## config.mk

```make
export PLATFORM = sky130hd
export DESIGN_NAME = pc_sequencer
export DESIGN_NICKNAME = d
export VERILOG_FILES = /design/src/rtl/pc_sequencer.sv
export SDC_FILE = /design/constraint.sdc
export NUM_CORES = 1
export LEC_CHECK = 0
export CORE_AREA = 3 3 58 60
export DETAILED_ROUTE_END_ITERATION = 10
export DIE_AREA = 0 0 61 63
export GPL_ROUTABILITY_DRIVEN = 1
export PLACE_DENSITY = 0.72
export RECOVER_POWER = 25
export SLEW_MARGIN = 30
export SYNTH_ARGS = -nofsm -noshare
export SYNTH_HDL_FRONTEND = slang
export SYNTH_SLANG_ARGS = --single-unit
```

## constraint.sdc

```tcl
create_clock -name CLK -period 1.5 [get_ports CLK]
set_input_delay 0.225 -clock CLK [delete_from_list [all_inputs] [get_ports CLK]]
set_output_delay 0.225 -clock CLK [all_outputs]
set_load 0.005 [all_outputs]
```

## src/rtl/pc_sequencer.sv

```systemverilog
// Fetch/decode/execute sequencer that drives NextPC of the external PC register.
// Optional interrupt entry/return support is compiled in with `define PCSEQ_IRQ_EN.
module pc_sequencer #(
  parameter int              PC_W      = 8,
  parameter logic [PC_W-1:0] RESET_VEC = '0,
  parameter logic [PC_W-1:0] IRQ_VEC   = PC_W'(8'hF0)
) (
  input  logic            CLK,
  input  logic            Reset,
  input  logic [PC_W-1:0] CurrentPC,
  output logic [PC_W-1:0] NextPC,
  output logic            imem_req,
  input  logic            imem_ack,
  output logic            instr_valid,
  input  logic            dec_halt,
  input  logic            dec_jump,
  input  logic            dec_branch,
  input  logic            dec_reti,
  input  logic [PC_W-1:0] target,
  input  logic            branch_cond,
  input  logic            ex_done,
  input  logic            stall,
  input  logic            irq,
  output logic            irq_ack,
  output logic [PC_W-1:0] epc,
  output logic [2:0]      state
);

  typedef enum logic [2:0] {
    BOOT   = 3'd0,
    FETCH  = 3'd1,
    DECODE = 3'd2,
    EXEC   = 3'd3,
    HALT   = 3'd4
  } state_t;

  state_t          cur_state, next_state;
  logic            lat_jump, lat_branch;
  logic [PC_W-1:0] lat_target;
  logic [PC_W-1:0] resolved;

`ifdef PCSEQ_IRQ_EN
  logic            lat_reti;
  logic            mask;
  logic [PC_W-1:0] epc_q, epc_d;
  logic            irq_take, mask_clr;
`endif

  always_ff @(posedge CLK or posedge Reset) begin
    if (Reset) begin
      cur_state  <= BOOT;
      lat_jump   <= 1'b0;
      lat_branch <= 1'b0;
      lat_target <= '0;
`ifdef PCSEQ_IRQ_EN
      lat_reti   <= 1'b0;
`endif
    end else begin
      cur_state <= next_state;
      // Decoder outputs are only guaranteed valid during the unstalled DECODE cycle
      if (cur_state == DECODE && !stall) begin
        lat_jump   <= dec_jump;
        lat_branch <= dec_branch;
        lat_target <= target;
`ifdef PCSEQ_IRQ_EN
        lat_reti   <= dec_reti;
`endif
      end
    end
  end

  always_comb begin
    next_state = cur_state;
    NextPC     = CurrentPC;
    resolved   = CurrentPC + PC_W'(1);
    if (lat_jump || (lat_branch && branch_cond))
      resolved = lat_target;
`ifdef PCSEQ_IRQ_EN
    irq_take = 1'b0;
    mask_clr = 1'b0;
    epc_d    = epc_q;
`endif
    if (!Reset && !stall) begin
      case (cur_state)
        BOOT: begin
          NextPC     = RESET_VEC;
          next_state = FETCH;
        end
        FETCH: begin
          if (imem_ack)
            next_state = DECODE;
        end
        DECODE: begin
          next_state = dec_halt ? HALT : EXEC;
        end
        EXEC: begin
          if (ex_done) begin
            next_state = FETCH;
            NextPC     = resolved;
`ifdef PCSEQ_IRQ_EN
            // Return takes precedence and blocks a new interrupt in the same cycle
            if (lat_reti) begin
              NextPC   = epc_q;
              mask_clr = 1'b1;
            end else if (irq && !mask) begin
              NextPC   = IRQ_VEC;
              irq_take = 1'b1;
              epc_d    = resolved;
            end
`endif
          end
        end
        HALT: begin
`ifdef PCSEQ_IRQ_EN
          if (irq && !mask) begin
            NextPC     = IRQ_VEC;
            irq_take   = 1'b1;
            epc_d      = CurrentPC + PC_W'(1);
            next_state = FETCH;
          end
`endif
        end
        default: next_state = BOOT;
      endcase
    end
  end

  assign imem_req    = (cur_state == FETCH);
  assign instr_valid = (cur_state == DECODE) && !stall;
  assign state       = cur_state;

`ifdef PCSEQ_IRQ_EN
  always_ff @(posedge CLK or posedge Reset) begin
    if (Reset) begin
      epc_q <= '0;
      mask  <= 1'b0;
    end else if (irq_take) begin
      epc_q <= epc_d;
      mask  <= 1'b1;
    end else if (mask_clr) begin
      mask  <= 1'b0;
    end
  end

  assign epc     = epc_q;
  assign irq_ack = irq_take;
`else
  logic unused_irq;
  assign unused_irq = ^{irq, dec_reti, IRQ_VEC};
  assign epc        = '0;
  assign irq_ack    = 1'b0;
`endif

endmodule

```

==> flow_summary.yaml, run 1 <==
worst_setup_path:
  startpoint_type: "flip-flop"
  crit_type: "reg2out"
  worstPathArrival_ns: 1.75
  cp-startpoint: "lat_jump$_DFFE_PP0P_"
  r2r-end: "lat_target[1]$_DFFE_PP0P_"
  crit_family: "compound AO/OA/AOI/OAI gates"
  r2r_cells: 6
  worstPathCellList: "a21o_1 -> buf_6 -> a32o_2 -> mux2i_1 -> a221o_1 -> buf_2"
  required_ns: 1.27
  r2r_setup_slack_ns: -0.15
  endpoint_kind: "output port"
  path_max_fanout: 3
  rr_startpoint: "state[0]$_DFFE_PP0P_"
  max_stage_delay_ns: 0.39
  crit_slowest_cell: "dfrtp_1"
  path_buf_inv: 2
cells_and_area:
  final_layout_size_suffix_gt1_frac: 0.508
  final_common_cell: "buf_4"
  antenna_cells: 0
  nFillCells: 234
  area_growth_pct: 86.0
  most-common-layout-cells: "buf_4 (33), clkdlybuf4s50_1 (18), buf_6 (15), dfrtp_1 (12)"
  num-nets-final: 224
  final_cells: 228
yosys:
  syn_avg_cell_area_sq_um: 9.01
  netlist_area_sq_mm: 0.00103
  ys_ff_latch: 13
  ys_warn_count: 0
  synth_ff_type: "dfrtp_1"
  postSynthCellCount: 114
  synthArstFlopShare: 1.00
  synth_edf_count: 0
  ys_seq_area_frac: 0.317
  ys_types: 34
cts:
  hold_buffers: 0
  clock_path_buffers: 2
  h-tree-depth: 1
  root_buffer: "clkbuf_4"
  cts_tree: "yes"
  clk_latency_ns: 0.28
  numCtsBuffers: 3
  clkSinkCount: 13
  path_clk_slew_ns: 0.08
floorplan:
  initial_core_util: 0.345
  die_x_um: 61
  die_h_um: 63
  dieArea_sq_mm: 0.00384
  rows: 20
  core-area_sq_mm: 0.00298
  io_pins: 49
global_routing:
  grt_max_degree: 14
  grt_pass1_wl_um: 6020
  antenna_found_initial: 0
  grt_pass1_vias: 1326
  grt_overflow_total: 0
  track_usage: 0.203
timing:
  period_needed_ns: 1.98
  whs_ns: 0.196
  final-max-slew-violation-count: 0
  hold_viol_final: 0
  finClkSkew_ns: 0.00756
  fmax_ghz: 0.505
  rsz0062_at_grt: "yes"
  finalCritPeriodShare: 1.32
  final-setup-viol-count: 20
  setup_slack_ns: -0.478
routing:
  drtIter0Drc: 46
  first_pass_iters: 4
  viasPerCell: 5.44
  wl_per_cell_um: 17.3
  vias: 1241
  ant_nets: 0
  drc: 0
  wirelength_um: 3930
placement:
  dp_cells: 207
  pre_cts_ws_ns: -0.864
  gp_congestion: 0.911
  numPortBuffers: 37
  hpwl_um: 2440
hold_path:
  min_path_type: "in2async"
job:
  maxCapViolCount: 0
pwr:
  ir_worst_vdd_v: 0.000861
  leakage_nw: 0.915
  power_density_mw_per_mm2: 1530
status:
  outcome: "finished, violations left"
  violations: "setup timing"
worst register-to-register path: stages (launching register included):
cell,delay (ns)
dfrtp_1,0.44
buf_6,0.15
nand2b_4,0.15
buf_6,0.12
nor3_4,0.18
buf_6,0.18
mux2_4,0.30
registers in the layout, indices dropped and copies added (netlist names):
register	count
state	3
lat_branch	1
lat_jump	1
lat_target	8
synthesized netlist by cell type (all sizes together), types with 2 or more instances:
cell type  number  share of area
buf            13           0.10
dfrtp          13           0.32
mux2           10           0.11
nand2           8          0.029
o21ai           8          0.039
a21oi           7          0.038
inv             5          0.018
nand3           5          0.024
and3            4          0.024
nor2            4          0.015
nor3            4          0.030
a41oi           3          0.026
mux2i           3          0.029
nand2b          3          0.018
o22ai           3          0.018
a21o            2          0.015
a32o            2          0.019
and2            2          0.017
clkbuf          2         0.0073
nand4b          2          0.017
o31ai           2          0.015
per-layer routing:
metal | GRT usage | wire [um] | vias up | share of wire
met1 | 0.246 | 1550 | 603 | 0.39
met4 | 0.0894 | 128 | 0 | 0.033
met5 | 0 | 0 | - | 0
li1 | - | - | 568 | -
met2 | 0.346 | 2010 | 58 | 0.51
met3 | 0.0248 | 241 | 12 | 0.061
per-stage QoR:
step	utilization	TNS [ns]	total power, mW	cell area (sq um)
2_1_floorplan	-	-0.0774	1.38	1070
6_report	0.642	-4.80	2.93	1910
3_5_place_dp	0.535	-9.98	2.06	1590
3_3_place_gp	0.535	-9.51	2.01	1590
4_1_cts	0.626	-4.20	2.79	1860
5_1_grt	0.642	-5.67	3.10	1910
worst max path at each step:
stage | cells after the start | slack [ns] | end
5_1_grt | 6 | -0.55 | NextPC[7]
3_5_place_dp | 6 | -0.86 | NextPC[6]
3_3_place_gp | 6 | -0.85 | NextPC[6]
4_1_cts | 6 | -0.45 | NextPC[7]
6_report | 6 | -0.48 | NextPC[7]
2_1_floorplan | 6 | -0.08 | NextPC[7]
area by class of cell:
class / count / area [sq um] / area share
timing repair buffer: 84 / 719 / 0.377
inverter: 5 / 18.8 / 0.00982
clock buffer: 3 / 22.5 / 0.0118
sequential: 13 / 327 / 0.171
tap: 33 / 41.3 / 0.0216
clock inverter: 1 / 5.00 / 0.00262
multi-input combinational: 89 / 777 / 0.407
logic make-up (layout without fill, tap and decap cells):
| family | after synthesis | in the layout | synth area share |
|---|---|---|---|
| compound gates | 32 | 32 | 0.213 |
| fa+ha+maj | 1 | 1 | 0.0122 |
| buf+inv | 20 | 93 | 0.125 |
| flops | 13 | 13 | 0.317 |
| mux | 13 | 13 | 0.139 |
| other cells | 1 | 9 | 0.00365 |
| simple gates | 34 | 34 | 0.190 |
what timing repair did:
action,4_1_cts,5_1_grt
buffers inserted,15,5
pin swaps,12,7
cloned,1,0
gates resized for setup,103,12
setup endpoints to repair,23,22
power by group:
part	internal [mW]	total (mW)	switching [mW]
Clock	0.0990	0.214	0.115
Combinational	1.21	2.06	0.849
Sequential	0.526	0.653	0.127
Total	1.84	2.93	1.09
No activity file was read; power rests on OpenSTA's default activity.
==> inputs of run 2 (changes only) <==
--- a/config.mk
+++ b/config.mk
@@ -5,12 +5,12 @@
 export SDC_FILE = /design/constraint.sdc
 export NUM_CORES = 1
 export LEC_CHECK = 0
-export CORE_AREA = 3 3 58 60
+export CORE_AREA = 3 3 63 65
 export DETAILED_ROUTE_END_ITERATION = 10
-export DIE_AREA = 0 0 61 63
+export DIE_AREA = 0 0 66 68
 export GPL_ROUTABILITY_DRIVEN = 1
-export PLACE_DENSITY = 0.72
 export RECOVER_POWER = 25
+export SKIP_CTS_REPAIR_TIMING = 1
 export SLEW_MARGIN = 30
 export SYNTH_ARGS = -nofsm -noshare
 export SYNTH_HDL_FRONTEND = slang
==> flow_summary.yaml, run 2 (same netlist as run 1, synthesis figures left out) <==
timing:
  fmax_ghz: 0.499
  period_needed_ns: 2.00
  slew_headroom: 0.663
  setup_slack_ns: -0.504
  finalCritPeriodShare: 1.34
  final-max-slew-violation-count: 0
  rsz0062_at_grt: "yes"
  tightest_slew_ns: 0.505
  finClkSkew_ns: 0.0125
  setup-tns-final_ns: -6.37
  hold_viol_final: 0
  final-setup-viol-count: 21
  whs_ns: 0.504
cells_and_area:
  fin_area_sq_mm: 0.00188
  antenna_cells: 0
  final_layout_size_suffix_gt1_frac: 0.443
  final_common_cell: "buf_4"
  largest-register: "lat_target"
  area_growth_pct: 82.9
  largest_register_ffs: 8
  most-common-layout-cells: "buf_4 (31), clkdlybuf4s50_1 (22), dfrtp_1 (13), buf_6 (12), conb_1 (9)"
  post-route-util: 0.554
  final_cells: 238
  nFillCells: 290
  num-nets-final: 221
pwr:
  ir_worst_vdd_v: 0.000805
  power_density_mw_per_mm2: 1390
  finalPower_mw: 2.62
  leakage_nw: 0.902
job:
  maxCapViolCount: 0
worst_setup_path:
  path_buf_inv: 4
  path_common_cell: "buf_6"
  r2r_setup_slack_ns: -0.26
  required_ns: 1.27
  worstPathCellList: "clkdlybuf4s50_1 -> nor3_4 -> and2_4 -> buf_6 -> buf_6 -> and3_4 -> a221o_1 -> buf_2"
  crit_family: "buffers and inverters"
  crit_slowest_cell: "clkdlybuf4s50_1"
  max_stage_delay_ns: 0.54
  endpoint_kind: "output port"
  crit_type: "in2out"
  r2r-end: "lat_target[3]$_DFFE_PP0P_"
  path_max_fanout: 2
  rr_startpoint: "state[1]$_DFFE_PP0P_"
  r2r_cells: 7
  worstPathArrival_ns: 1.78
  startpoint_type: "primary input"
global_routing:
  grt_overflow_total: 0
  grt_pass1_vias: 1082
  antenna_found_initial: 0
  grt_pass1_wl_um: 4650
  track_usage: 0.132
  grt_max_degree: 14
cts:
  root_buffer: "clkbuf_4"
  clkSinkCount: 13
  path_clk_slew_ns: 0.09
  clock_path_buffers: 2
  numCtsBuffers: 3
  clk_latency_ns: 0.28
  h-tree-depth: 1
  cts_tree: "yes"
status:
  outcome: "finished, violations left"
  violations: "setup timing"
hold_path:
  hold_start: "ex_done"
  holdPathStages: 4
  hold_end: "state[1]$_DFFE_PP0P_"
  min_path_type: "in2reg"
routing:
  wirelength_um: 3370
  first_pass_iters: 4
  ant_nets: 0
  viasPerCell: 4.89
  drc: 0
  drtIter0Drc: 40
  wl_per_cell_um: 14.2
  vias: 1163
floorplan:
  core-area_sq_mm: 0.00339
  io_pins: 49
  rows: 21
  die_x_um: 66
  dieArea_sq_mm: 0.00449
  initial_core_util: 0.303
  die_h_um: 68
placement:
  gp_congestion: 0.866
  pre_cts_ws_ns: -0.844
  dpl_cell_area_sq_mm: 0.00160
  numPortBuffers: 37
  hpwl_um: 2390
  dp_cells: 219
[run 2: how the worst max path moves through the flow]
stage,to,from,cells past startpoint
floorplan,NextPC[7],state[1]$_DFFE_PP0P_,6
global placement,NextPC[6],CurrentPC[0],7
detailed placement,NextPC[4],Reset,6
CTS,NextPC[4],Reset,6
global route,NextPC[4],state[2]$_DFFE_PP0P_,8
finish,NextPC[7],stall,8
[run 2: cell type report]
type,count,area (sq um),share of cell area
multi-input cells,89,731,0.389
repair buffers,81,719,0.383
flip-flops and latches,13,325,0.173
well taps,46,57.6,0.0306
clock buffers,3,22.5,0.0120
inverters,5,18.8,0.00999
clock inverters,1,5.00,0.00266
[run 2: power breakdown]
part	switching, mW	internal (mW)
Clock	0.114	0.0987
Sequential	0.119	0.523
Combinational	0.719	1.04
Total	0.952	1.66
[run 2: layer usage]
layer  global-route usage  up-vias  part of all wire
li1                     -      563                 -
met1                0.171      543              0.43
met2                0.223       51              0.48
met3               0.0230        6             0.074
met4               0.0431        0             0.012
met5                    0        -                 0
[run 2: tightest hold or removal path, delay by kind of cell]
kind / cells / cell delay (ns)
buffers and inverters: 1 / 0.17
AO/OA/AOI/OAI: 2 / 0.23
multiplexers: 1 / 0.12
==> inputs of run 3 (changes only) <==
--- a/config.mk
+++ b/config.mk
@@ -5,9 +5,10 @@
 export SDC_FILE = /design/constraint.sdc
 export NUM_CORES = 1
 export LEC_CHECK = 0
-export CORE_AREA = 3 3 63 65
+export ABC_AREA = 1
+export CORE_AREA = 3 3 68 70
 export DETAILED_ROUTE_END_ITERATION = 10
-export DIE_AREA = 0 0 66 68
+export DIE_AREA = 0 0 71 73
 export GPL_ROUTABILITY_DRIVEN = 1
 export RECOVER_POWER = 25
 export SKIP_CTS_REPAIR_TIMING = 1
==> flow_summary.yaml, run 3 <==
routing:
  drc: 0
  drtIter0Drc: 89
  viasPerCell: 4.33
  wl_per_cell_um: 10.8
  wirelength_um: 3350
  first_pass_iters: 4
  vias: 1346
  ant_nets: 0
placement:
  numPortBuffers: 37
  dp_cells: 293
  dpl_cell_area_sq_mm: 0.00179
  gp_congestion: 0.816
  hpwl_um: 2540
timing:
  hold_viol_final: 0
  fmax_ghz: 0.566
  finClkSkew_ns: 0.00140
  final-max-slew-violation-count: 0
  whs_ns: 0.359
  final-setup-viol-count: 9
  period_needed_ns: 1.77
  setup_slack_ns: -0.266
  rsz0062_at_grt: "yes"
  finalCritPeriodShare: 1.18
cells_and_area:
  area_growth_pct: 72.0
  most-common-layout-cells: "nand2_1 (58), buf_4 (27), nand3_1 (17), clkdlybuf4s50_1 (17), inv_1 (16)"
  largest_register_ffs: 8
  largest-register: "lat_target"
  fin_area_sq_mm: 0.00208
  nFillCells: 401
  final_layout_size_suffix_gt1_frac: 0.402
  final_cells: 311
  antenna_cells: 0
  final-seq-area_sq_um: 328
  final_common_cell: "nand2_1"
  multi_input_area_sq_um: 825
  num-nets-final: 290
yosys:
  synthTopCellsByCount: "nand2_1 (65), inv_1 (19), nand3_1 (19), dfrtp_1 (13), buf_4 (9)"
  synth_ff_type: "dfrtp_1"
  yosysMostFrequentCell: "nand2_1"
  postSynthCellCount: 183
  ys_warn_count: 0
  netlist.top_cell.by_area: "dfrtp_1"
  ys_types: 26
  ys_ff_latch: 13
  yosysTopAreaCellShare: 0.269
  synth_edf_count: 0
  synthArstFlopShare: 1.00
  netlist_area_sq_mm: 0.00121
  syn_avg_cell_area_sq_um: 6.60
  synthTopCellsByArea: "dfrtp_1 (27%), nand2_1 (20%), nand3_1 (7.9%), inv_1 (5.9%), buf_4 (5.6%)"
  ys_seq_area_frac: 0.269
worst_setup_path:
  path_common_cell: "nand2_4"
  worstPathArrival_ns: 1.54
  crit_slowest_cell: "dfrtp_2"
  path_max_fanout: 4
  crit_type: "reg2out"
  startpoint_type: "flip-flop"
  max_stage_delay_ns: 0.43
  required_ns: 1.27
  worstPathCellList: "inv_4 -> nor2_4 -> nand2_4 -> o21ai_4 -> nand2_4 -> buf_6 -> o21ai_2 -> nand2_1 -> clkbuf_2"
  endpoint_kind: "output port"
cts:
  clkSinkCount: 13
  path_clk_slew_ns: 0.05
  clock_path_buffers: 2
  root_buffer: "clkbuf_8"
  cts_tree: "yes"
  h-tree-depth: 1
  clk_latency_ns: 0.24
  numCtsBuffers: 3
pwr:
  ir_worst_vdd_v: 0.000557
  swShare: 0.407
  seq_power_share: 0.221
  clkPwrFrac: 0.107
  power_density_mw_per_mm2: 1400
  combinationalPowerShare: 0.672
  p_int_mw: 1.72
  leakage_nw: 1.20
  p_sw_mw: 1.18
global_routing:
  grt_max_degree: 14
  grt_pass1_vias: 1232
  antenna_found_initial: 0
  track_usage: 0.126
  grt_overflow_total: 0
  grt_pass1_wl_um: 5400
floorplan:
  initial_core_util: 0.300
  die_h_um: 73
  die_x_um: 71
  rows: 23
  io_pins: 49
  dieArea_sq_mm: 0.00518
  core-area_sq_mm: 0.00403
status:
  violations: "setup timing"
  outcome: "finished, violations left"
job:
  maxCapViolCount: 0
hold_path:
  min_path_type: "in2async"
==> run 3: changes by cell type after synthesis, moves of 5 or more <==
cell     delta
inv_2       +5
inv_1      +14
nand3_1    +14
nand2_1    +57
mux2_2     -10
nand2_2     +8
==> run 3: path summary, 6_finish.rpt <==
path	startpoint	end	slack (ns)	cells past startpoint
max in group asynchronous	Reset	state[2]$_DFFE_PP0P_	0.78	2
max	state[1]$_DFFE_PP0P_	NextPC[1]	-0.27	9
min in group CLK	lat_target[4]$_DFFE_PP0P_	lat_target[4]$_DFFE_PP0P_	0.48	2
min reg2reg	lat_target[4]$_DFFE_PP0P_	lat_target[4]$_DFFE_PP0P_	0.48	2
min	Reset	lat_target[3]$_DFFE_PP0P_	0.36	2
max reg2reg	state[1]$_DFFE_PP0P_	lat_target[7]$_DFFE_PP0P_	0.07	10
==> run 3: critical path, delay by kind of cell, from the launching register on <==
kind / cells / cell delay, ns
DFF: 1 / 0.43
and+or+nand+nor: 4 / 0.40
AOI/OAI and AO/OA: 2 / 0.17
buffers and inverters: 3 / 0.30
==> run 3: power groups by stage <==
stage / combinational [mW] / clock (mW) / sequential [mW]
floorplan: 0.836 / 0 / 0.616
global placement: 1.54 / 0 / 0.613
detailed placement: 1.54 / 0 / 0.618
CTS: 1.55 / 0.323 / 0.614
global route: 2.16 / 0.342 / 0.661
finish: 1.95 / 0.311 / 0.642
==> run 3: per-layer routing <==
metal  track usage  up-vias  share of wire
met4        0.0480        0          0.013
met5             0        -              0
met2         0.204       38           0.48
li1              -      713              -
met1         0.174      590           0.45
met3        0.0110        5          0.058
==> run 3: stage by stage <==
| step | utilization | setup TNS [ns] | power (mW) | setup slack, ns |
|---|---|---|---|---|
| global route | 0.516 | -2.58 | 3.17 | -0.329 |
| CTS | 0.455 | -6.11 | 2.49 | -0.717 |
| detailed placement | 0.443 | -5.72 | 2.16 | -0.706 |
| floorplan | - | 0 | 1.45 | 0.175 |
| finish | 0.516 | -1.82 | 2.90 | -0.266 |
| global placement | 0.443 | -5.79 | 2.15 | -0.712 |
==> run 3: final cells by class <==
cell class                      instances  area share
Timing Repair Buffer                   76       0.344
Clock inverter                          1     0.00241
Tap cell                               50      0.0301
Inverter                               25      0.0499
Sequential cell                        13       0.158
Clock buffer                            3      0.0199
Multi-Input combinational cell        143       0.397
==> run 3: logic make-up after synthesis <==
family | share of synthesized area
fa+ha+maj | 0.0104
other cells | 0.00310
compound gates | 0.107
simple gates | 0.455
buf+inv | 0.155
flops | 0.269
